===== src/rtl/mips_ctrl_pkg.sv =====
// Shared constants for the MIPS multicycle control unit.
// Holds the state encoding, opcode/funct values, datapath mux encodings and the
// DECODE dispatch helper.
// Build option: MIPS_CTRL_ORI_EN adds ori decode (ORIEX state); undefined makes ori illegal.
package mips_ctrl_pkg;

  // FSM state encoding, also exposed on the debug state port
  localparam logic [3:0] StFetch  = 4'd0;
  localparam logic [3:0] StDecode = 4'd1;
  localparam logic [3:0] StMemAdr = 4'd2;
  localparam logic [3:0] StMemRd  = 4'd3;
  localparam logic [3:0] StMemWb  = 4'd4;
  localparam logic [3:0] StMemWr  = 4'd5;
  localparam logic [3:0] StExec   = 4'd6;
  localparam logic [3:0] StAluWb  = 4'd7;
  localparam logic [3:0] StBranch = 4'd8;
  localparam logic [3:0] StAddiEx = 4'd9;
  localparam logic [3:0] StIwb    = 4'd10;
  localparam logic [3:0] StJump   = 4'd11;
  localparam logic [3:0] StOriEx  = 4'd12;

  // Opcodes, instruction[31:26]
  localparam logic [5:0] OpRtype = 6'b000000;
  localparam logic [5:0] OpJ     = 6'b000010;
  localparam logic [5:0] OpBeq   = 6'b000100;
  localparam logic [5:0] OpAddi  = 6'b001000;
  localparam logic [5:0] OpOri   = 6'b001101;
  localparam logic [5:0] OpLw    = 6'b100011;
  localparam logic [5:0] OpSw    = 6'b101011;

  // R-type funct, instruction[5:0]
  localparam logic [5:0] FnAdd = 6'b100000;
  localparam logic [5:0] FnSub = 6'b100010;
  localparam logic [5:0] FnAnd = 6'b100100;
  localparam logic [5:0] FnOr  = 6'b100101;
  localparam logic [5:0] FnSlt = 6'b101010;

  // alu_op
  localparam logic [1:0] AluOpAdd   = 2'b00;
  localparam logic [1:0] AluOpSub   = 2'b01;
  localparam logic [1:0] AluOpFunct = 2'b10;
  localparam logic [1:0] AluOpOr    = 2'b11;

  // alu_control
  localparam logic [2:0] AluCtlAnd = 3'b000;
  localparam logic [2:0] AluCtlOr  = 3'b001;
  localparam logic [2:0] AluCtlAdd = 3'b010;
  localparam logic [2:0] AluCtlSub = 3'b110;
  localparam logic [2:0] AluCtlSlt = 3'b111;

  // alu_src_b
  localparam logic [1:0] SrcBRd2    = 2'b00;
  localparam logic [1:0] SrcBFour   = 2'b01;
  localparam logic [1:0] SrcBImm    = 2'b10;
  localparam logic [1:0] SrcBImmX4  = 2'b11;

  // pc_source
  localparam logic [1:0] PcSrcAlu    = 2'b00;
  localparam logic [1:0] PcSrcAluOut = 2'b01;
  localparam logic [1:0] PcSrcJump   = 2'b10;

  // reg_dest / mem_to_reg
  localparam logic [1:0] RegDstRt    = 2'b00;
  localparam logic [1:0] RegDstRd    = 2'b01;
  localparam logic [1:0] MemToRegAlu = 2'b00;
  localparam logic [1:0] MemToRegMem = 2'b01;

  // State entered after DECODE; StFetch means the opcode is unsupported.
  function automatic logic [3:0] dispatch_state(input logic [5:0] opcode);
    logic [3:0] nxt;
    case (opcode)
      OpLw, OpSw: nxt = StMemAdr;
      OpRtype:    nxt = StExec;
      OpBeq:      nxt = StBranch;
      OpAddi:     nxt = StAddiEx;
      OpJ:        nxt = StJump;
`ifdef MIPS_CTRL_ORI_EN
      OpOri:      nxt = StOriEx;
`endif
      default:    nxt = StFetch;
    endcase
    return nxt;
  endfunction

endpackage


===== src/rtl/mips_alu_decoder.sv =====
// ALU function decoder: maps (alu_op, funct) to the 3-bit ALU control code.
// Ports: alu_op (2) and funct (6) in; alu_control (3) out. Purely combinational.
module mips_alu_decoder
  import mips_ctrl_pkg::*;
(
  input  logic [1:0] alu_op,
  input  logic [5:0] funct,
  output logic [2:0] alu_control
);

  always_comb begin
    alu_control = AluCtlAdd;
    unique case (alu_op)
      AluOpAdd: alu_control = AluCtlAdd;
      AluOpSub: alu_control = AluCtlSub;
      AluOpOr:  alu_control = AluCtlOr;
      AluOpFunct: begin
        case (funct)
          FnAdd:   alu_control = AluCtlAdd;
          FnSub:   alu_control = AluCtlSub;
          FnAnd:   alu_control = AluCtlAnd;
          FnOr:    alu_control = AluCtlOr;
          FnSlt:   alu_control = AluCtlSlt;
          default: alu_control = AluCtlAdd;
        endcase
      end
      default: alu_control = AluCtlAdd;
    endcase
  end

endmodule


===== src/rtl/mips_multicycle_ctrl.sv =====
// Multicycle MIPS control unit: Moore FSM sequencing FETCH/DECODE/EXECUTE/MEMORY/WRITEBACK
// over a shared datapath, stalling on mem_ready in FETCH, MEMRD and MEMWR.
// Ports: clk, reset (sync, active-high), opcode/funct from the IR, zero flag, mem_ready;
// outputs are every datapath mux select and write enable, alu_control, a registered
// illegal_op pulse and the current state for debug.
// Build option: MIPS_CTRL_ORI_EN enables ori (ORIEX state, ori_ctrl); otherwise ori is illegal.
module mips_multicycle_ctrl
  import mips_ctrl_pkg::*;
(
  input  logic       clk,
  input  logic       reset,
  input  logic [5:0] opcode,
  input  logic [5:0] funct,
  input  logic       zero,
  input  logic       mem_ready,
  output logic       iord,
  output logic       ir_write,
  output logic       mem_write_en,
  output logic       reg_write_en,
  output logic [1:0] reg_dest,
  output logic [1:0] mem_to_reg,
  output logic       alu_src_a,
  output logic [1:0] alu_src_b,
  output logic [1:0] alu_op,
  output logic [2:0] alu_control,
  output logic       ori_ctrl,
  output logic [1:0] pc_source,
  output logic       branch,
  output logic       pc_en,
  output logic       illegal_op,
  output logic [3:0] state
);

  logic [3:0] state_q, state_d;
  logic [3:0] out_state;
  logic       illegal_q, illegal_d;
  logic       ir_write_raw, pc_en_raw, mem_write_raw, reg_write_raw, branch_raw;

  always_ff @(posedge clk) begin
    if (reset) begin
      state_q   <= StFetch;
      illegal_q <= 1'b0;
    end else begin
      state_q   <= state_d;
      illegal_q <= illegal_d;
    end
  end

  assign illegal_d = (state_q == StDecode) && (dispatch_state(opcode) == StFetch);

  always_comb begin
    state_d = StFetch;
    case (state_q)
      StFetch:  state_d = mem_ready ? StDecode : StFetch;
      StDecode: state_d = dispatch_state(opcode);
      StMemAdr: state_d = (opcode == OpLw) ? StMemRd : StMemWr;
      StMemRd:  state_d = mem_ready ? StMemWb : StMemRd;
      StMemWr:  state_d = mem_ready ? StFetch : StMemWr;
      StExec:   state_d = StAluWb;
      StAddiEx: state_d = StIwb;
`ifdef MIPS_CTRL_ORI_EN
      StOriEx:  state_d = StIwb;
`endif
      default:  state_d = StFetch;
    endcase
  end

  // During reset the mux selects follow FETCH so the datapath sees a quiet PC+4 path.
  assign out_state = reset ? StFetch : state_q;

  always_comb begin
    iord          = 1'b0;
    ir_write_raw  = 1'b0;
    mem_write_raw = 1'b0;
    reg_write_raw = 1'b0;
    reg_dest      = RegDstRt;
    mem_to_reg    = MemToRegAlu;
    alu_src_a     = 1'b0;
    alu_src_b     = SrcBRd2;
    alu_op        = AluOpAdd;
    ori_ctrl      = 1'b0;
    pc_source     = PcSrcAlu;
    branch_raw    = 1'b0;
    pc_en_raw     = 1'b0;
    case (out_state)
      StFetch: begin
        alu_src_b    = SrcBFour;
        ir_write_raw = mem_ready;
        pc_en_raw    = mem_ready;
      end
      StDecode: alu_src_b = SrcBImmX4;  // branch target precomputed here
      StMemAdr, StAddiEx: begin
        alu_src_a = 1'b1;
        alu_src_b = SrcBImm;
      end
      StMemRd: iord = 1'b1;
      StMemWb: begin
        mem_to_reg    = MemToRegMem;
        reg_write_raw = 1'b1;
      end
      StMemWr: begin
        iord          = 1'b1;
        mem_write_raw = 1'b1;
      end
      StExec: begin
        alu_src_a = 1'b1;
        alu_op    = AluOpFunct;
      end
      StAluWb: begin
        reg_dest      = RegDstRd;
        reg_write_raw = 1'b1;
      end
      StBranch: begin
        alu_src_a  = 1'b1;
        alu_op     = AluOpSub;
        pc_source  = PcSrcAluOut;
        branch_raw = 1'b1;
        pc_en_raw  = zero;
      end
`ifdef MIPS_CTRL_ORI_EN
      StOriEx: begin
        alu_src_a = 1'b1;
        alu_src_b = SrcBImm;
        alu_op    = AluOpOr;
        ori_ctrl  = 1'b1;
      end
`endif
      StIwb: reg_write_raw = 1'b1;
      StJump: begin
        pc_source = PcSrcJump;
        pc_en_raw = 1'b1;
      end
      default: ;
    endcase
  end

  // Reset suppresses every strobe of the cycle it is asserted in.
  assign ir_write     = ir_write_raw & ~reset;
  assign pc_en        = pc_en_raw & ~reset;
  assign mem_write_en = mem_write_raw & ~reset;
  assign reg_write_en = reg_write_raw & ~reset;
  assign branch       = branch_raw & ~reset;
  assign illegal_op   = illegal_q & ~reset;
  assign state        = state_q;

  mips_alu_decoder u_alu_decoder (
    .alu_op      (alu_op),
    .funct       (funct),
    .alu_control (alu_control)
  );

endmodule


===== config.mk =====
export PLATFORM = sky130hd
export DESIGN_NAME = mips_multicycle_ctrl
export DESIGN_NICKNAME = d
export VERILOG_FILES = /design/src/rtl/mips_ctrl_pkg.sv /design/src/rtl/mips_alu_decoder.sv /design/src/rtl/mips_multicycle_ctrl.sv
export SDC_FILE = /design/constraint.sdc
export NUM_CORES = 1
export LEC_CHECK = 0
export CAP_MARGIN = 20
export CORE_MARGIN = 8
export CORE_UTILIZATION = 30
export DETAILED_ROUTE_END_ITERATION = 6
export MAX_ROUTING_LAYER = met4
export PLACE_DENSITY = 0.64
export REMOVE_ABC_BUFFERS = 1
export SKIP_LAST_GASP = 1
export SYNTH_ARGS = -nofsm -noshare
export SYNTH_HDL_FRONTEND = slang
export SYNTH_HIERARCHICAL = 1
export SYNTH_SLANG_ARGS = --single-unit

===== constraint.sdc =====
create_clock -name clk -period 1.9 [get_ports clk]
set_input_delay 0.19 -clock clk [delete_from_list [all_inputs] [get_ports clk]]
set_output_delay 0.19 -clock clk [all_outputs]
set_load 0.02 [all_outputs]

Yosys cells after proc, flatten, opt, wreduce, memory -nomap -nowiden
Cells that the tools add are included. Widths: inputs -> output; s select.

Register bits: 5. Input port bits: 16. Output and inout port bits: 26. Logic and storage cells: 70.

Equal/unequal tests: 29. Mux-type cells: 21. Bitwise operators: 7. Reduce and logical (&&, ||, !) cells: 11.

Operator list (count): $eq 6x6->1 const B (6); $pmux 4 s7 (1); $eq 4x3->1 const B (6); $pmux 3 s4 (2); $eq 4x4->1 const B (5); $pmux 4 s5 (1); $eq 4x2->1 const B (4); $logic_not 4->1 (3); $mux 1 (9); $mux 3 (3); $eq 4x1->1 const B (2); $pmux 2 s2 (2); $and 1x1->1 (6); $eq 6x2->1 const B (1); $eq 6x3->1 const B (1); $eq 6x4->1 const B (1); $logic_not 6->1 (1); $pmux 2 s3 (1); $reduce_or 2->1 (3); $eq 2x2->1 const B (2); $mux 4 (1); $reduce_or 4->1 (1); $pmux 1 s3 (1); $reduce_or 3->1 (1); other kinds (4) (4).

Depth between registers and ports, before layout
Depth after elaboration: 5. Gate-level depth with buffers: 6.

Modules after synthesis
Netlist, hierarchy kept.

By module, submodules not included: mips_multicycle_ctrl (times used 1, cells an instance 90, area each 616.8 sq um, sequential area each 100.1 sq um); mips_alu_decoder (times used 1, cells an instance 11, area each 73.8 sq um, sequential area each 0.0 sq um).

Worst setup path before layout
Ideal clock, no wire load.

Kind: register -> output. Start: register state_q[3] (netlist: state[3]). End: output alu_control[0]. Data arrival time: 1.923 ns. Slack: -0.213 ns. Stages on the path, launching flop included: 7. Path buffers: 1. Cells stage by stage: dfxtp_1 clkbuf_1 nor2_1 nand2_1 nor2_1 nand3_1 o21ai_0.

Longest elaborated chain between the ends: 5. Elaborated cells between the ends (all ways): 9. Those cells by class: 5 x eq/ne; 3 x mux; 1 x reduce/logical.

Ends and longest elaborated chain: start: declaration (RTL line mips_multicycle_ctrl.sv:34) `logic [3:0] state_q, state_d;`; start signal: assignment (RTL line mips_multicycle_ctrl.sv:41) `state_q <= StFetch;`; start signal: assignment (RTL line mips_multicycle_ctrl.sv:44) `state_q <= state_d;`; $mux 4 * (RTL line mips_multicycle_ctrl.sv:69) `assign out_state = reset ? StFetch : state_q;`; $eq 4x4->1 or $eq 4x3->1 (tied branches) (RTL line mips_multicycle_ctrl.sv:85) `case (out_state)`; $pmux 2 s2 * (RTL line mips_multicycle_ctrl.sv:85); named net alu_op[1] (RTL line mips_multicycle_ctrl.sv:24) `output logic [1:0] alu_op,`; $eq 2x2->1, or another cell as far along (RTL line mips_alu_decoder.sv:13) `unique case (alu_op)`; $pmux 3 s4 * (RTL line mips_alu_decoder.sv:13); end: declaration (RTL line mips_multicycle_ctrl.sv:25) `output logic [2:0] alu_control,`.

Mark *: on every way through the listed nets, which the timed path passes. The rest lies on a longest branch.

Worst setup path in the final report
Start: register state_q[2] (netlist: state[2]). End: output alu_control[2].

Longest elaborated chain between the ends: 5. Elaborated cells between the ends (all ways): 9. Those cells by class: 5 x eq/ne; 3 x mux; 1 x reduce/logical.

Ends and longest elaborated chain (RTL line): $mux 4 * (mips_multicycle_ctrl.sv:69); $eq 4x4->1 or $eq 4x3->1 (tied branches) (mips_multicycle_ctrl.sv:85); $pmux 2 s2 * (mips_multicycle_ctrl.sv:85); $eq 2x2->1, or another cell as far along (mips_alu_decoder.sv:13); $pmux 3 s4 * (mips_alu_decoder.sv:13).

Mark *: on every way between the ends. The rest lies on a longest branch, timed or not.

==> reports/summary.md <==
The maximum frequency from static timing analysis came out at 523 MHz. After the first detailed-routing iteration, the DRC count stood at 25. The share of post-route cells with drive strength above 1 was 21.6%. For the sequential cell area fraction in the yosys report, the log shows 14.5%. Yosys mapped the design onto 42 distinct sky130hd cell types.

TritonCTS built the clock tree. For the initial antenna violation count, the log shows 0. The largest individual stage delay along the critical path comes from the cell sky130_fd_sc_hd__or3b_4. The tool flagged a number of max-cap violations equal to 0. The kind of launch point of the worst setup path is a flop.

In this run the deepest clock path goes through 2 buffers. TritonCTS created 3 clock buffers. Flip-flop and latch count after synthesis: 5.

Family with the most delay on the worst path: simple AND/OR/NAND/NOR gates. The height of the die is 64.0 um. The run finished, with violations left. The critical path in this run is classified as reg2out.

The clock latency on the worst-skew pair was 0.24 ns; the critical path data arrival time was 1.72 ns. The path class of the tightest hold or removal check is in2reg. Input and output buffers added on the ports amount to 38. Final number of setup-violating endpoints: 1. The via count of the first global-routing pass was 893; the number of cell rows was 17. The tools report the cell count after synthesis as 101. Dividing the final minimum period by the clock period gives 101%.

Entering global routing, the biggest net connects 18 pins. Leading cell type in the layout, fill and taps excluded: sky130_fd_sc_hd__buf_4. The proportion of synthesized flip-flops having asynchronous set or reset was 0%. For this design the ratio of total power to cell area is 299 nW/um^2. Summed over all cells, the static leakage comes to 0.507 nW.

Each instance of the synthesized netlist takes up on average 6.84 um^2. The tools report the kind of capture point of the worst setup path as an output port. The final reports fail on negative setup slack. The area of the mapped netlist is 691 um^2, and the post-layout net count is 170. Traced cell by cell, the critical path runs through or3b_4, nor3_4, and4b_1, mux2_2, buf_4. Required time at the endpoint of the critical path: 1.71 ns. After clock tree synthesis, the clock-pin slew on the worst setup and hold paths is 0.04 ns. The run gives 0 as the number of max-slew violations in the final report. The width of the die came out at 64.0 um. The congestion estimate from routability-driven global placement came to 0.879. Dividing the detail-routed via count by the number of cells gives 5.22. The die covers 4090 um^2.

The number of enable-type register cells in the synthesized netlist came out at 0. Of all nets on the critical path, the largest fanout is 2. The detailed-route wire length was 2480 um. The area added between synthesis and finish is 76.6%, and the number of primary I/O pins is 42. The total count of hold-check failures in the final report came out at 0. Wire length of the first global-routing pass: 4000 um. The repair_antennas step left the layout with diodes totalling 0.

Setup repair after global routing could not meet its margin everywhere. The total via count after detailed routing is 945. For the number of levels the H-tree was split into, the log shows 1. The largest total area in the synthesized netlist belongs to sky130_fd_sc_hd__dfxtp_1. The total area inside the core boundary comes to 2190 um^2. In this run, post-CTS hold repair placed 0 buffers.

The setup slack after placement came out at -0.486 ns. The count of synthesis-stage warnings from yosys was 6. Of the post-synthesis cell area, the dominant cell type holds 14.5%. The post-detailed-route DRC marker count is 0, and the detailed-router iteration count before antenna repair is 4. The most common flop cell mapped by yosys was sky130_fd_sc_hd__dfxtp_1. The clock root buffer is sky130_fd_sc_hd__clkbuf_4. The number of buffers and inverters on the critical path was 1; the count of antenna-violating nets left after detailed routing was 0. The wire-length estimate of the detail-placed layout is 2000 um. Sorting the synthesized cells by area gives the leading types as sky130_fd_sc_hd__dfxtp_1 14%, sky130_fd_sc_hd__nor2_1 6.0%, sky130_fd_sc_hd__a21oi_1 5.1%, sky130_fd_sc_hd__nand2_1 4.9%, sky130_fd_sc_hd__buf_4 4.3%. Across the routed clock network, the largest skew measured is 0.00206 ns. The run gives -0.0116 ns as the final critical-path setup slack. In the layout the commonest cells are 20 x sky130_fd_sc_hd__buf_4, 19 x sky130_fd_sc_hd__clkdlybuf4s50_1, 12 x sky130_fd_sc_hd__dlygate4sd2_1.

In this design, the stage delay of the slowest critical-path cell is 0.42 ns. After layout, the minimum clock period comes to 1.91 ns. Average routed wire per standard cell: 13.7 um.

The tree built by TritonCTS fans out to 5 sinks. The tools report the initial standard-cell utilization of the core as 31.5%. VDD sags by at most 0.000452 V. The logs give 12.0% for the combined global-route utilization of all metal layers and 0 for the global-route congestion overflow total.

Counting the fill cells in the layout gives 223. The design draws 365 uW.
-- area by class of cell --
cell class                 count  area (um^2)  share of cell area [%]
inverter                       3         11.3                   0.923
tap                           28         35.0                    2.87
sequential                     5          100                    8.21
multi-input combinational     84          536                    43.9
timing repair buffer          57          512                    41.9
clock buffer                   4         26.3                    2.15
-- worst reg2reg max path, stage by stage (launching register included) --
cell                      delay (ns)
sky130_fd_sc_hd__dfxtp_1        0.32
sky130_fd_sc_hd__buf_4          0.20
sky130_fd_sc_hd__inv_1          0.14
sky130_fd_sc_hd__or3_1          0.38
sky130_fd_sc_hd__a31o_1         0.22
sky130_fd_sc_hd__a21oi_1        0.14
-- cells in the mapped netlist (all sizes together), types with 2 or more instances --
master,number
nand3,3
buf,8
o21ai,4
a211oi,2
nand2b,5
a21oi,7
dfxtp,5
nand4,3
nor3,4
nor3b,2
o31ai,2
nand2,9
clkbuf,3
or3,2
a31oi,2
or3b,3
inv,3
and3,2
nor4,3
o32a,2
nor2,11
-- state kept, by name (all words and copies together) (netlist names) --
register / flops
illegal_q: 1
state: 4
-- stage by stage --
stage | hold slack, ns | cell area (um^2) | TNS (ns) | utilization, % | cells
2_1_floorplan | 0.263 | 631 | -1.61 | - | 92
3_3_place_gp | 0.760 | 1190 | -3.71 | 54.5 | 176
3_5_place_dp | 0.750 | 1190 | -3.75 | 54.5 | 176
4_1_cts | 0.727 | 1200 | -0.253 | 54.8 | 181
5_1_grt | 0.394 | 1220 | -0.218 | 55.7 | 181
6_report | 0.382 | 1220 | -0.0116 | 55.7 | 181
-- where the power goes --
part	internal (mW)	total, mW	switching, mW	leakage, nW
clock	0.0792	0.119	0.0401	0.0150
combinational	0.0700	0.136	0.0658	0.451
sequential	0.108	0.110	0.00197	0.0407
total	0.257	0.365	0.108	0.507
-- cell families (layout without fill, tap and decap cells) --
group                  after synthesis  count (layout)  share of synthesized area, %
AO/OA/AOI/OAI                       27              27                          26.4
XOR/XNOR                             2               2                          2.54
buffers and inverters               14              64                          11.4
flip-flops                           5               5                          14.5
multiplexers                         1               1                          1.63
other                                1               3                         0.543
AND/OR/NAND/NOR                     51              51                          42.9
-- final timing paths --
kind                       startpoint                   to  slack, ns  cells after the start
hold / removal                  reset  state[3]$_SDFF_PP0_       0.38                      3
setup / recovery  state[2]$_SDFF_PP0_       alu_control[2]      -0.01                      5
setup reg to reg  state[2]$_SDFF_PP0_  state[2]$_SDFF_PP0_       0.43                      5
hold reg to reg   state[3]$_SDFF_PP0_  state[3]$_SDFF_PP0_       0.78                      4
-- layer usage --
metal / track usage [%] / part of all wire [%]
met1: 13.8 / 47
met3: 4.01 / 7.8
met5: - / 0
met4: 3.34 / 1.0
met2: 19.3 / 44
-- what timing repair did --
| action | CTS | global route |
|---|---|---|
| buffers inserted | 1 | 0 |
| setup endpoints to repair | 17 | 12 |
| endpoints found under the hold margin | 0 | 0 |
| pin swaps | 0 | 1 |
| gates resized for setup | 30 | 13 |
Note: power is estimated with default switching activity, not from simulation.
